--- config.mk ---
export PLATFORM = sky130hd
export DESIGN_NAME = uart_tx_feeder_flat
export DESIGN_NICKNAME = d
export VERILOG_FILES = /design/src/rtl/uart_tx_feeder_if.sv /design/src/rtl/uart_tx_feeder.sv /design/src/flat_wrapper.sv
export SDC_FILE = /design/constraint.sdc
export NUM_CORES = 1
export LEC_CHECK = 0
export ABC_CLOCK_PERIOD_IN_PS = 3400
export CORE_MARGIN = 8
export CORE_UTILIZATION = 28
export DETAILED_ROUTE_END_ITERATION = 6
export HOLD_SLACK_MARGIN = 0.1
export MAX_ROUTING_LAYER = met4
export SLEW_MARGIN = 20
export SYNTH_ARGS = -nofsm -noshare
export SYNTH_HDL_FRONTEND = slang
export SYNTH_SLANG_ARGS = --single-unit
--- constraint.sdc ---
create_clock -name CLK -period 3.4 [get_ports CLK]
set_input_delay 0.85 -clock CLK [delete_from_list [all_inputs] [get_ports CLK]]
set_output_delay 0.85 -clock CLK [all_outputs]
set_load 0.1 [all_outputs]
--- src/rtl/uart_tx_feeder_if.sv ---
// -----------------------------------------------------------------------------
// uart_tx_feeder_if
//
// Signal bundle between a byte producer, the uart_tx_feeder and the UART's
// bus register port.
//
//   Stream side : IN_VALID, IN_DATA (producer -> feeder), IN_READY (back)
//   UART side   : UART_RD, UART_WR, UART_BE, UART_DO (feeder -> UART),
//                 UART_DI (UART -> feeder, bit 0 = transmitter busy)
//
// Modports:
//   slave  - the feeder itself (sinks the stream, drives the UART bus)
//   master - the environment around it (producer plus UART)
// -----------------------------------------------------------------------------
interface uart_tx_feeder_if;
    logic        IN_VALID;
    logic [7:0]  IN_DATA;
    logic        IN_READY;
    logic        UART_RD;
    logic        UART_WR;
    logic [3:0]  UART_BE;
    logic [31:0] UART_DO;
    logic [31:0] UART_DI;

    modport slave (
        input  IN_VALID, IN_DATA, UART_DI,
        output IN_READY, UART_RD, UART_WR, UART_BE, UART_DO
    );

    modport master (
        output IN_VALID, IN_DATA, UART_DI,
        input  IN_READY, UART_RD, UART_WR, UART_BE, UART_DO
    );
endinterface

--- src/rtl/uart_tx_feeder.sv ---
// -----------------------------------------------------------------------------
// uart_tx_feeder
//
// Buffers bytes from a valid/ready producer in a small circular FIFO and
// drains them into the UART's register interface. Before each transmit-buffer
// write the status register is polled, and the write is issued only once the
// transmitter reports not busy, so the single-entry UART TX register never
// has a byte overwritten.
//
// Parameters:
//   DEPTH_LOG2 - log2 of FIFO depth (legal 1..8, default 4 = 16 entries)
//
// Ports:
//   CLK   - clock
//   RES   - asynchronous, active-high reset (deassertion synchronised by
//           the integrator)
//   bus   - uart_tx_feeder_if.slave: producer stream and UART bus signals
//   COUNT - FIFO occupancy, 0..2^DEPTH_LOG2
//   IDLE  - FIFO empty and FSM in S_IDLE
//
// Build option:
//   UART_TXF_CRLF_EN - when defined, every 8'h0A is preceded on the UART by
//                      an inserted 8'h0D. COUNT still counts source bytes.
// -----------------------------------------------------------------------------
module uart_tx_feeder #(
    parameter int DEPTH_LOG2 = 4
) (
    input  logic                CLK,
    input  logic                RES,
    uart_tx_feeder_if.slave     bus,
    output logic [DEPTH_LOG2:0] COUNT,
    output logic                IDLE
);

    localparam int                  DEPTH      = 1 << DEPTH_LOG2;
    localparam logic [DEPTH_LOG2:0] FULL_COUNT = {1'b1, {DEPTH_LOG2{1'b0}}};

    typedef enum logic [1:0] {
        S_IDLE,
        S_POLL,
        S_WRITE,
        S_SETTLE
    } state_t;

    state_t state, state_nxt;

    logic [7:0]          mem [DEPTH];
    logic [DEPTH_LOG2:0] wr_ptr;
    logic [DEPTH_LOG2:0] rd_ptr;
    logic                push;
    logic                pop;
    logic [7:0]          head_byte;
    logic [7:0]          tx_byte;
    logic                xmit_busy;
    logic                unused_di;

    // Only the busy flag of the status word matters here.
    assign xmit_busy = bus.UART_DI[0];
    assign unused_di = ^bus.UART_DI[31:1];

    // Pointers carry one extra bit so that full and empty are distinguishable;
    // their difference is the occupancy directly, wrapping included.
    assign COUNT        = wr_ptr - rd_ptr;
    assign bus.IN_READY = (COUNT != FULL_COUNT);
    assign push         = bus.IN_VALID && bus.IN_READY;
    assign head_byte    = mem[rd_ptr[DEPTH_LOG2-1:0]];
    assign IDLE         = (COUNT == '0) && (state == S_IDLE);

    // S_WRITE is only reachable through S_POLL, which is only entered with a
    // non-empty FIFO, so a pop here can never underflow.
`ifdef UART_TXF_CRLF_EN
    logic cr_sent;
    logic cr_insert;

    // First visit to a line feed sends CR and keeps the LF at the head; the
    // second visit sends the LF itself and pops it.
    assign cr_insert = (head_byte == 8'h0A) && !cr_sent;
    assign tx_byte   = cr_insert ? 8'h0D : head_byte;
    assign pop       = (state == S_WRITE) && !cr_insert;

    always_ff @(posedge CLK or posedge RES) begin
        if (RES) begin
            cr_sent <= 1'b0;
        end else if (state == S_WRITE) begin
            cr_sent <= cr_insert;
        end
    end
`else
    assign tx_byte = head_byte;
    assign pop     = (state == S_WRITE);
`endif

    // NOTE: the storage array has no reset; stale entries are never read
    // because reads are gated by the pointers, which are reset.
    always_ff @(posedge CLK) begin
        if (push) begin
            mem[wr_ptr[DEPTH_LOG2-1:0]] <= bus.IN_DATA;
        end
    end

    // NOTE: sequential state uses non-blocking assignments so every register
    // samples the pre-edge value of its neighbours.
    always_ff @(posedge CLK or posedge RES) begin
        if (RES) begin
            wr_ptr <= '0;
            rd_ptr <= '0;
        end else begin
            if (push) begin
                wr_ptr <= wr_ptr + 1'b1;
            end
            if (pop) begin
                rd_ptr <= rd_ptr + 1'b1;
            end
        end
    end

    // FSM: state register
    always_ff @(posedge CLK or posedge RES) begin
        if (RES) begin
            state <= S_IDLE;
        end else begin
            state <= state_nxt;
        end
    end

    // FSM: next state. Busy polling has no timeout on purpose; the UART is
    // guaranteed to finish its current character eventually.
    always_comb begin
        // NOTE: default assignment first so no path leaves state_nxt unassigned
        // and no latch is inferred.
        state_nxt = state;
        case (state)
            S_IDLE:   if (COUNT != '0) state_nxt = S_POLL;
            S_POLL:   if (!xmit_busy)  state_nxt = S_WRITE;
            S_WRITE:  state_nxt = S_SETTLE;
            S_SETTLE: state_nxt = S_IDLE;
            default:  state_nxt = S_IDLE;
        endcase
    end

    // FSM: outputs decoded from the state register only. The data word
    // depends on FIFO contents, never on IN_* or UART_DI.
    always_comb begin
        bus.UART_RD = 1'b0;
        bus.UART_WR = 1'b0;
        bus.UART_BE = 4'b0000;
        bus.UART_DO = 32'h0;
        case (state)
            S_POLL: begin
                bus.UART_RD = 1'b1;
                bus.UART_BE = 4'b0001;
            end
            S_WRITE: begin
                bus.UART_WR = 1'b1;
                bus.UART_BE = 4'b0010;
                bus.UART_DO = {16'h0, tx_byte, 8'h0};
            end
            default: ;
        endcase
    end

endmodule
--- src/flat_wrapper.sv ---
// flat-port wrapper written by rule: the top's interface ports become plain ports
module uart_tx_feeder_flat 
#(
    parameter int DEPTH_LOG2 = 4
)
  (CLK, RES, COUNT, IDLE, bus_IN_VALID, bus_IN_DATA, bus_UART_DI, bus_IN_READY, bus_UART_RD, bus_UART_WR, bus_UART_BE, bus_UART_DO);
  uart_tx_feeder_if bus_i ();
  input  logic CLK;
  input  logic RES;
  output logic [DEPTH_LOG2:0] COUNT;
  output logic IDLE;
  input wire logic [$bits(bus_i.IN_VALID)-1:0] bus_IN_VALID;
  input wire logic [$bits(bus_i.IN_DATA)-1:0] bus_IN_DATA;
  input wire logic [$bits(bus_i.UART_DI)-1:0] bus_UART_DI;
  output wire logic [$bits(bus_i.IN_READY)-1:0] bus_IN_READY;
  output wire logic [$bits(bus_i.UART_RD)-1:0] bus_UART_RD;
  output wire logic [$bits(bus_i.UART_WR)-1:0] bus_UART_WR;
  output wire logic [$bits(bus_i.UART_BE)-1:0] bus_UART_BE;
  output wire logic [$bits(bus_i.UART_DO)-1:0] bus_UART_DO;
  assign bus_i.IN_VALID = bus_IN_VALID;
  assign bus_i.IN_DATA = bus_IN_DATA;
  assign bus_i.UART_DI = bus_UART_DI;
  assign bus_IN_READY = bus_i.IN_READY;
  assign bus_UART_RD = bus_i.UART_RD;
  assign bus_UART_WR = bus_i.UART_WR;
  assign bus_UART_BE = bus_i.UART_BE;
  assign bus_UART_DO = bus_i.UART_DO;
  uart_tx_feeder #(.DEPTH_LOG2(DEPTH_LOG2)) u_core (.CLK(CLK), .RES(RES), .bus(bus_i), .COUNT(COUNT), .IDLE(IDLE));
endmodule
=== Yosys cells after proc, flatten, opt, wreduce, memory -nomap -nowiden ===
Memories as Yosys holds them, arrays and structs flattened.
Index checks and enable logic that the tools add are counted.

* Register bits: 12
* RAM bits: 128
* Input bits: 43
* Output and inout bits: 45
* Word-level logic and storage cells: 28
* Memories: 1

{| class="wikitable"
|+ Memories
! name !! words !! width !! rd ports !! clocked after memory_dff !! wr ports !! RTL line !! source
|-
| u_core.mem || 16 || 8 || 1 || 0 || 1 || uart_tx_feeder.sv:47 || <nowiki>logic [7:0] mem [DEPTH];</nowiki>
|}

* Add/subtract/negate cells: 3
* Equality and inequality tests: 6
* Muxes and demuxes: 9
* Reduce and logical (&&, ||, !) cells: 6

{| class="wikitable"
|+ Operators with widths
! cell !! number
|-
| $mux W16 || 1
|-
| $add A5 B1 Y5 const B || 2
|-
| $pmux W2 S4 || 1
|-
| $logic_not A5 Y1 || 1
|-
| $ne A5 B5 Y1 const B || 1
|-
| $reduce_bool A5 Y1 || 1
|-
| $sub A5 B5 Y5 || 1
|-
| $eq A2 B2 Y1 const B || 2
|-
| $mux W1 || 4
|-
| $mux W2 || 2
|-
| $ne A2 B2 Y1 const B || 2
|-
| $pmux W2 S2 || 1
|-
| $eq A2 B1 Y1 const B || 1
|-
| $logic_and A1 B1 Y1 || 2
|-
| $logic_not A2 Y1 || 1
|-
| $reduce_and A2 Y1 || 1
|}

=== Longest topological paths before layout ===
* Depth in word-level cells: 5
* Gate-level depth with buffers: 10
* Gate-level depth less buffers: 8

=== Least setup slack after synthesis ===
No wires, ideal clock.

* Path type: flip-flop to output port
* Start point: register u_core.rd_ptr[1]
* End point: output IDLE
* Arrival time: 5.329 ns
* Required time: 2.550 ns
* Setup slack: -2.779 ns
* Cell stages (with the launch flop): 9
* Buffers on the path: 2
* Cells stage by stage: dfrtp_1 > buf_2 > buf_1 > clkinv_1 > ha_1 > nand3b_1 > nand2_1 > xor2_1 > nor4_1

* Longest elaborated chain between the ends: 3

{| class="wikitable"
|+ RTL lines
! what !! RTL line !! source
|-
| from (decl) || uart_tx_feeder.sv:49 || <nowiki>logic [DEPTH_LOG2:0] rd_ptr;</nowiki>
|-
| from (signal assigned) || uart_tx_feeder.sv:112 || <nowiki>rd_ptr <= rd_ptr + 1'b1;</nowiki>
|-
| $sub A5 B5 Y5 || uart_tx_feeder.sv:63 || <nowiki>assign COUNT = wr_ptr - rd_ptr;</nowiki>
|-
| net COUNT[3] || flat_wrapper.sv:10 || <nowiki>output logic [DEPTH_LOG2:0] COUNT;</nowiki>
|-
| $logic_not A5 Y1 || uart_tx_feeder.sv:67 || <nowiki>assign IDLE = (COUNT == '0) && (state == S_IDLE);</nowiki>
|-
| $logic_and A1 B1 Y1 || uart_tx_feeder.sv:67 ||
|-
| to (decl) || flat_wrapper.sv:11 || <nowiki>output logic IDLE;</nowiki>
|}

The timed path passes the listed nets, and every way through them passes these cells.

=== Worst setup path in the final report ===
* Start point: register u_core.rd_ptr[0]
* End point: output IDLE

* Longest elaborated chain between the ends: 3

{| class="wikitable"
|+ RTL lines
! what !! RTL line
|-
| $sub A5 B5 Y5 || uart_tx_feeder.sv:63
|-
| $logic_not A5 Y1 || uart_tx_feeder.sv:67
|-
| $logic_and A1 B1 Y1 || uart_tx_feeder.sv:67
|}

No other way between the ends.

==> reports/results.tsv <==
metric	value	unit
dpl_cell_area	6860	um2
drt_iter0_markers	215	
die_w	163.3	um
ctsRootBufferMaster	clkbuf_16	
ys.warnings.count	0	
hold_viol	0	
relSlewSlack	0.5168	
clock_latency	0.42	ns
finClkSkew	0.01088	ns
final.fill_count	2044	
initial_utilization	0.2818	
diodes	0	
die_h	163.3	um
design_area	7427	um2
cts_sinks	140	
ant_nets	0	
track_usage	0.1033	
io_buffer_count	30	
rsz0062_at_grt	no	
tritoncts	yes	
fin_crit_sh	0.9638	
syn_inst	359	
antenna_found_initial	0	
drv_slew	0	
grt_max_degree	36	
syn2layout_area_growth	22.29	%
syn_area_per_cell	16.92	um2
remaining_drc_errors	0	
cp-start-kind	flop	
rows	54	
endpoint_kind	output pin	
gp_routability_congestion	0.7718	
path_max_fanout	8	
finalSetupViolCount	0	
crit_type	flop to output pin	
status	completed	
core_area	21550	um2
htree_levels	4	
maxCapViolCount	0	
synth-seq-cells	140	
syn-cell-area	6073	um2
grt_pass1_wl	19380	um
post-route-min-period	3.277	ns
viasPerCell	4.527	
min_path_type	flop to flop	
drt_pass1_iterations	4	
final_nets	460	
avgRoutedWirePerCell	18.79	um
seq_area_frac_synth	0.6823	
ys_types	34	
timing.fmax	0.3052	GHz
worstPathArrival	2.43	ns
grt_pass1_vias	3360	
clockBufferDepth	2	
ios	88	
cp.required	2.55	ns
drive_gt1_frac	0.2536	
die_area	26660	um2
worstMarginPinSlew	0.7225	ns
routed_wirelength	13040	um
clkSlewWorstSetupHoldPaths	0.06	ns
dp_hpwl	8480	um
overflow	0	
cts_buffers	17	
via_count	3142	
r2r_setup_slack	0.48	ns
-- metrics by stage --
| step | hold slack, ns | TNS [ns] | util | cells | setup slack [ns] |
|---|---|---|---|---|---|
| 2_1_floorplan | 0.4607 | -0.5914 | - | 384 | -0.3333 |
| 3_3_place_gp | 0.4769 | 0 | 0.3183 | 661 | 0.2783 |
| 3_5_place_dp | 0.4896 | 0 | 0.3183 | 661 | 0.2356 |
| 4_1_cts | 0.4970 | 0 | 0.3439 | 692 | 0.06007 |
| 5_1_grt | 0.5360 | 0 | 0.3446 | 694 | 0.01862 |
| 6_report | 0.4939 | 0 | 0.3446 | 694 | 0.1231 |
-- final timing paths --
kind                                  start          endpoint  depth (start not counted)
max                        u_core.rd_ptr[0]              IDLE                          7
min                        u_core.wr_ptr[4]  u_core.wr_ptr[4]                          1
max reg2reg                u_core.rd_ptr[0]  u_core.mem[7][7]                          8
min reg2reg                u_core.wr_ptr[4]  u_core.wr_ptr[4]                          1
max in group asynchronous               RES  u_core.rd_ptr[0]                          2
min in group asynchronous               RES  u_core.wr_ptr[3]                          2
-- cells in the final DEF, fill, tap and decap left out, drive strengths merged, types with 3 or more instances in the layout --
cell	instances
a21oi	5
and2	5
and3	20
buf	30
clkbuf	21
clkdlybuf4s50	11
clkinv	9
conb	26
dfrtp	12
edfxtp	128
ha	13
inv	8
mux4	32
nand2	38
nand2b	3
nand3	18
nand4	3
nor2	4
xnor2	6
xor2	6
-- repair_timing --
item | CTS | global route
endpoints found under the setup margin | 2 | 1
buffers inserted | 1 | 2
hold buffers | 0 | 0
pin swaps | 1 | 0
gates resized for setup | 2 | 0
-- cell usage after synthesis --
master,count,area [um2]
edfxtp_1,128,3844
nand2_1,38,142.6
mux4_2,32,720.7
buf_4,30,225.2
and3_1,20,125.1
nand3_1,18,90.09
ha_1,13,162.7
dfrtp_1,12,300.3
inv_1,8,30.03
buf_2,6,30.03
xor2_1,6,52.55
and2_1,5,31.28
xnor2_1,5,43.79
a21oi_1,4,20.02
nor2_1,4,15.01
buf_1,3,11.26
clkinv_1,3,11.26
nand2b_1,3,18.77
nand4_1,3,18.77
clkbuf_1,2,7.510
mux2_1,2,22.52
nor2b_1,2,12.51
a211o_1,1,8.760
a21boi_2,1,11.26
a21oi_2,1,8.760
conb_1,1,3.750
fa_1,1,20.02
mux2i_1,1,10.01
nand3b_1,1,7.510
nor4_1,1,6.260
o21ai_0,1,5.000
o31ai_2,1,12.51
o41ai_4,1,27.53
xnor2_2,1,16.27
-- routing by layer --
layer	vias to the layer above	share of wire	global-route usage
met3	16	0.070	0.03175
met2	109	0.48	0.1589
li1	1405	-	-
met1	1612	0.43	0.1245
met5	-	0	-
met4	0	0.019	0.04254
-- registers in the layout (all words and copies together), names as in the netlist --
name and count:
u_core.wr_ptr 5, u_core.state 2, u_core.mem 128, u_core.rd_ptr 5
-- critical path, stage by stage (launching register included) --
cell,delay (ns)
dfrtp_2,0.44
ha_4,0.17
fa_2,0.41
nand2b_4,0.17
a21oi_4,0.20
xnor2_4,0.17
nor4_4,0.22
buf_12,0.21
-- cells by family after synthesis --
| family | Yosys count | synth area share |
|---|---|---|
| buffers and inverters | 52 | 0.05192 |
| multiplexers | 35 | 0.1240 |
| other | 1 | 0.0006175 |
| AND/OR/NAND/NOR | 95 | 0.07705 |
| adder cells (fa/ha/maj) | 14 | 0.03008 |
| flip-flops | 140 | 0.6823 |
| AO/OA/AOI/OAI | 10 | 0.01545 |
| XOR/XNOR | 12 | 0.01854 |
-- final cells by class --
cell class / instances / area [um2] / area share
flip-flops and latches: 140 / 4146 / 0.5583
multi-input cells: 192 / 1821 / 0.2451
repair buffers: 41 / 523.0 / 0.07042
clock buffers: 21 / 440.4 / 0.05930
well taps: 280 / 350.3 / 0.04717
clock inverters: 9 / 98.84 / 0.01331
inverters: 11 / 47.55 / 0.006402
Power is not shown: default switching activity piles up to over one toggle a cycle in this logic, so the estimate is an artifact.
==> patch: new RTL, same flow settings <==
`DEPTH_LOG2` is set to 4 in 2 places; all go to 2. Comments in the files are not updated.
--- a/src/rtl/uart_tx_feeder.sv
+++ b/src/rtl/uart_tx_feeder.sv
@@ -25,3 +25,3 @@
 module uart_tx_feeder #(
-    parameter int DEPTH_LOG2 = 4
+    parameter int DEPTH_LOG2 = 2
 ) (
--- a/src/flat_wrapper.sv
+++ b/src/flat_wrapper.sv
@@ -3,3 +3,3 @@
 #(
-    parameter int DEPTH_LOG2 = 4
+    parameter int DEPTH_LOG2 = 2
 )
Interface: changed (resized COUNT); port bits go from 88 to 86. No check against the original RTL was run, so the function may have changed too.
==> patch against the original RTL <==
  * Critical path depth down 1
  * Design area is 68% lower
  * Count of clock-buffer cells in the layout down 16
  * Routed wire length is 73% lower
  * Setup slack gained 0.082 ns
  * Area after synthesis down 67%
  * Sequential cell count down 100
  * Critical endpoint is now bus_IN_READY
Power is not shown: default switching activity piles up to over one toggle a cycle in this logic, so the estimate is an artifact.
==> patch: results (changes against the original RTL) <==
- Clock tree buffer depth: 2 (unchanged)
- FILL cells: 667 (-67%)
- Fin Clk Skew: 0.00885 ns (-0.00203 ns)
- RR Startpoint: u_core.wr_ptr[0]
- Hold wc startpoint: u_core.rd_ptr[2]
- R2R depth: 6 (-2)
- Vias: 981 (-69%)
- All-Layer GR Usage: 7.56% (-2.8 points)
- Clk pin slew, worst setup/hold paths: 0.08 ns (+0.02 ns)
- WP data arrival: 2.34 ns (-0.09 ns)
- PortBufs: 28 (-6.7%)
- Maximum fanout along the worst path: 6 (-2)
- Share of cells above drive strength 1: 22.8% (-2.5 points)
- Nets: 216 (-53%)
- Worst-Skew Late Latency: 0.29 ns (-0.13 ns)
- Max reg flops: 32 (-75%)
- CTS H-Tree Depth: 2 (-2)
- First DRT Iteration DRCs: 35 (-84%)
- Routed WL: 3.55 mm (-73%)
- RR Endpoint: u_core.mem[1][7]
- Antenna violations before repair: 0 (unchanged)
- Sequential share of the synthesized area: 58.7% (-9.5 points)
- Post_cts resized: 0 (-2)
- Synth top area cells: edfxtp_1, buf_4, dfrtp_1, mux4_2, ha_1
- R2R Setup Slk: 0.78 ns (+0.30 ns)
- Cts bufs inserted: 5 (-12)
- Slowest cell on crit path: xnor3_1
- Worst-margin pin slew: 0.568 ns (-0.154 ns)
- Post-DP HPWL: 2.56 mm (-70%)
- Most common library cells after synthesis: edfxtp_1, buf_4, ha_1
- FFs w/ async S/R, synth: 20.0% (+11 points)
- Routability-driven placement congestion ratio: 0.708 (-8.3%)
- Vias in the first global route: 1116 (-67%)
- Unique masters post-synth: 25 (-26%)
- Number of setup buffers added after CTS: 0 (-1)
- End of the critical path: bus_IN_READY
- First-pass GRT wire length: 5.57 mm (-71%)
- Outcome: finished clean
- Pin count of the biggest net entering global routing: 15 (-58%)
-- patch: cell types whose count changed in the layout (fill, tap and decap cells not counted), moves of 5 or more --
cell	unedited run	this run
edfxtp_1	128	32
nand2_1	37	2
mux4_2	32	8
nand3_1	18	0
clkbuf_16	17	0
and3_1	20	4
buf_12	15	4
clkbuf_8	0	5
-- patch: worst min-delay path by stage --
| stage | end | slack [ns] | cells after the start |
|---|---|---|---|
| finish | u_core.rd_ptr[2] | 0.50 | 1 |
| global route | u_core.rd_ptr[2] | 0.52 | 1 |
| floorplan | u_core.rd_ptr[2] | 0.46 | 1 |
| CTS | u_core.rd_ptr[2] | 0.50 | 1 |
| global placement | u_core.wr_ptr[2] | 0.49 | 1 |
| detailed placement | u_core.rd_ptr[2] | 0.48 | 1 |
-- patch: cell type report --
| cell class | instances | area [sq um] | share of cell area, % |
|---|---|---|---|
| Inverter | 9 | 33.8 | 1.43 |
| Timing Repair Buffer | 30 | 303 | 12.8 |
| Clock inverter | 3 | 18.8 | 0.793 |
| Tap cell | 96 | 120 | 5.08 |
| Sequential cell | 40 | 1160 | 49.1 |
| Clock buffer | 5 | 68.8 | 2.91 |
| Multi-Input combinational cell | 75 | 661 | 27.9 |
-- patch: metrics by stage --
step	instance area, sq um	hold WS, ns	worst slack [ns]	cells	util [%]
after floorplan	2070	0.456	0.116	154	-
after global placement	2280	0.489	0.515	250	33.4
after detailed placement	2280	0.480	0.512	250	33.4
after CTS	2370	0.504	0.185	258	34.6
after global routing	2370	0.517	0.0678	258	34.6
final	2370	0.498	0.205	258	34.6
-- patch: cell families (layout without fill, tap and decap cells) --
kind of cell	Yosys count	after routing	synth area share (%)
AO/OA/AOI/OAI	3	3	1.08
other	1	26	0.190
flip-flops	40	40	58.7
multiplexers	12	12	11.5
XOR/XNOR	5	5	2.91
adder cells (fa/ha/maj)	12	12	7.97
AND/OR/NAND/NOR	17	17	5.00
buffers and inverters	39	47	12.6
-- patch: routing by layer --
metal | GRT usage [%] | part of all wire (%) | vias up
met1 | 8.42 | 44 | 477
met4 | 3.26 | 0.54 | 0
met5 | - | 0 | -
li1 | - | - | 464
met2 | 12.3 | 47 | 38
met3 | 2.28 | 8.7 | 2
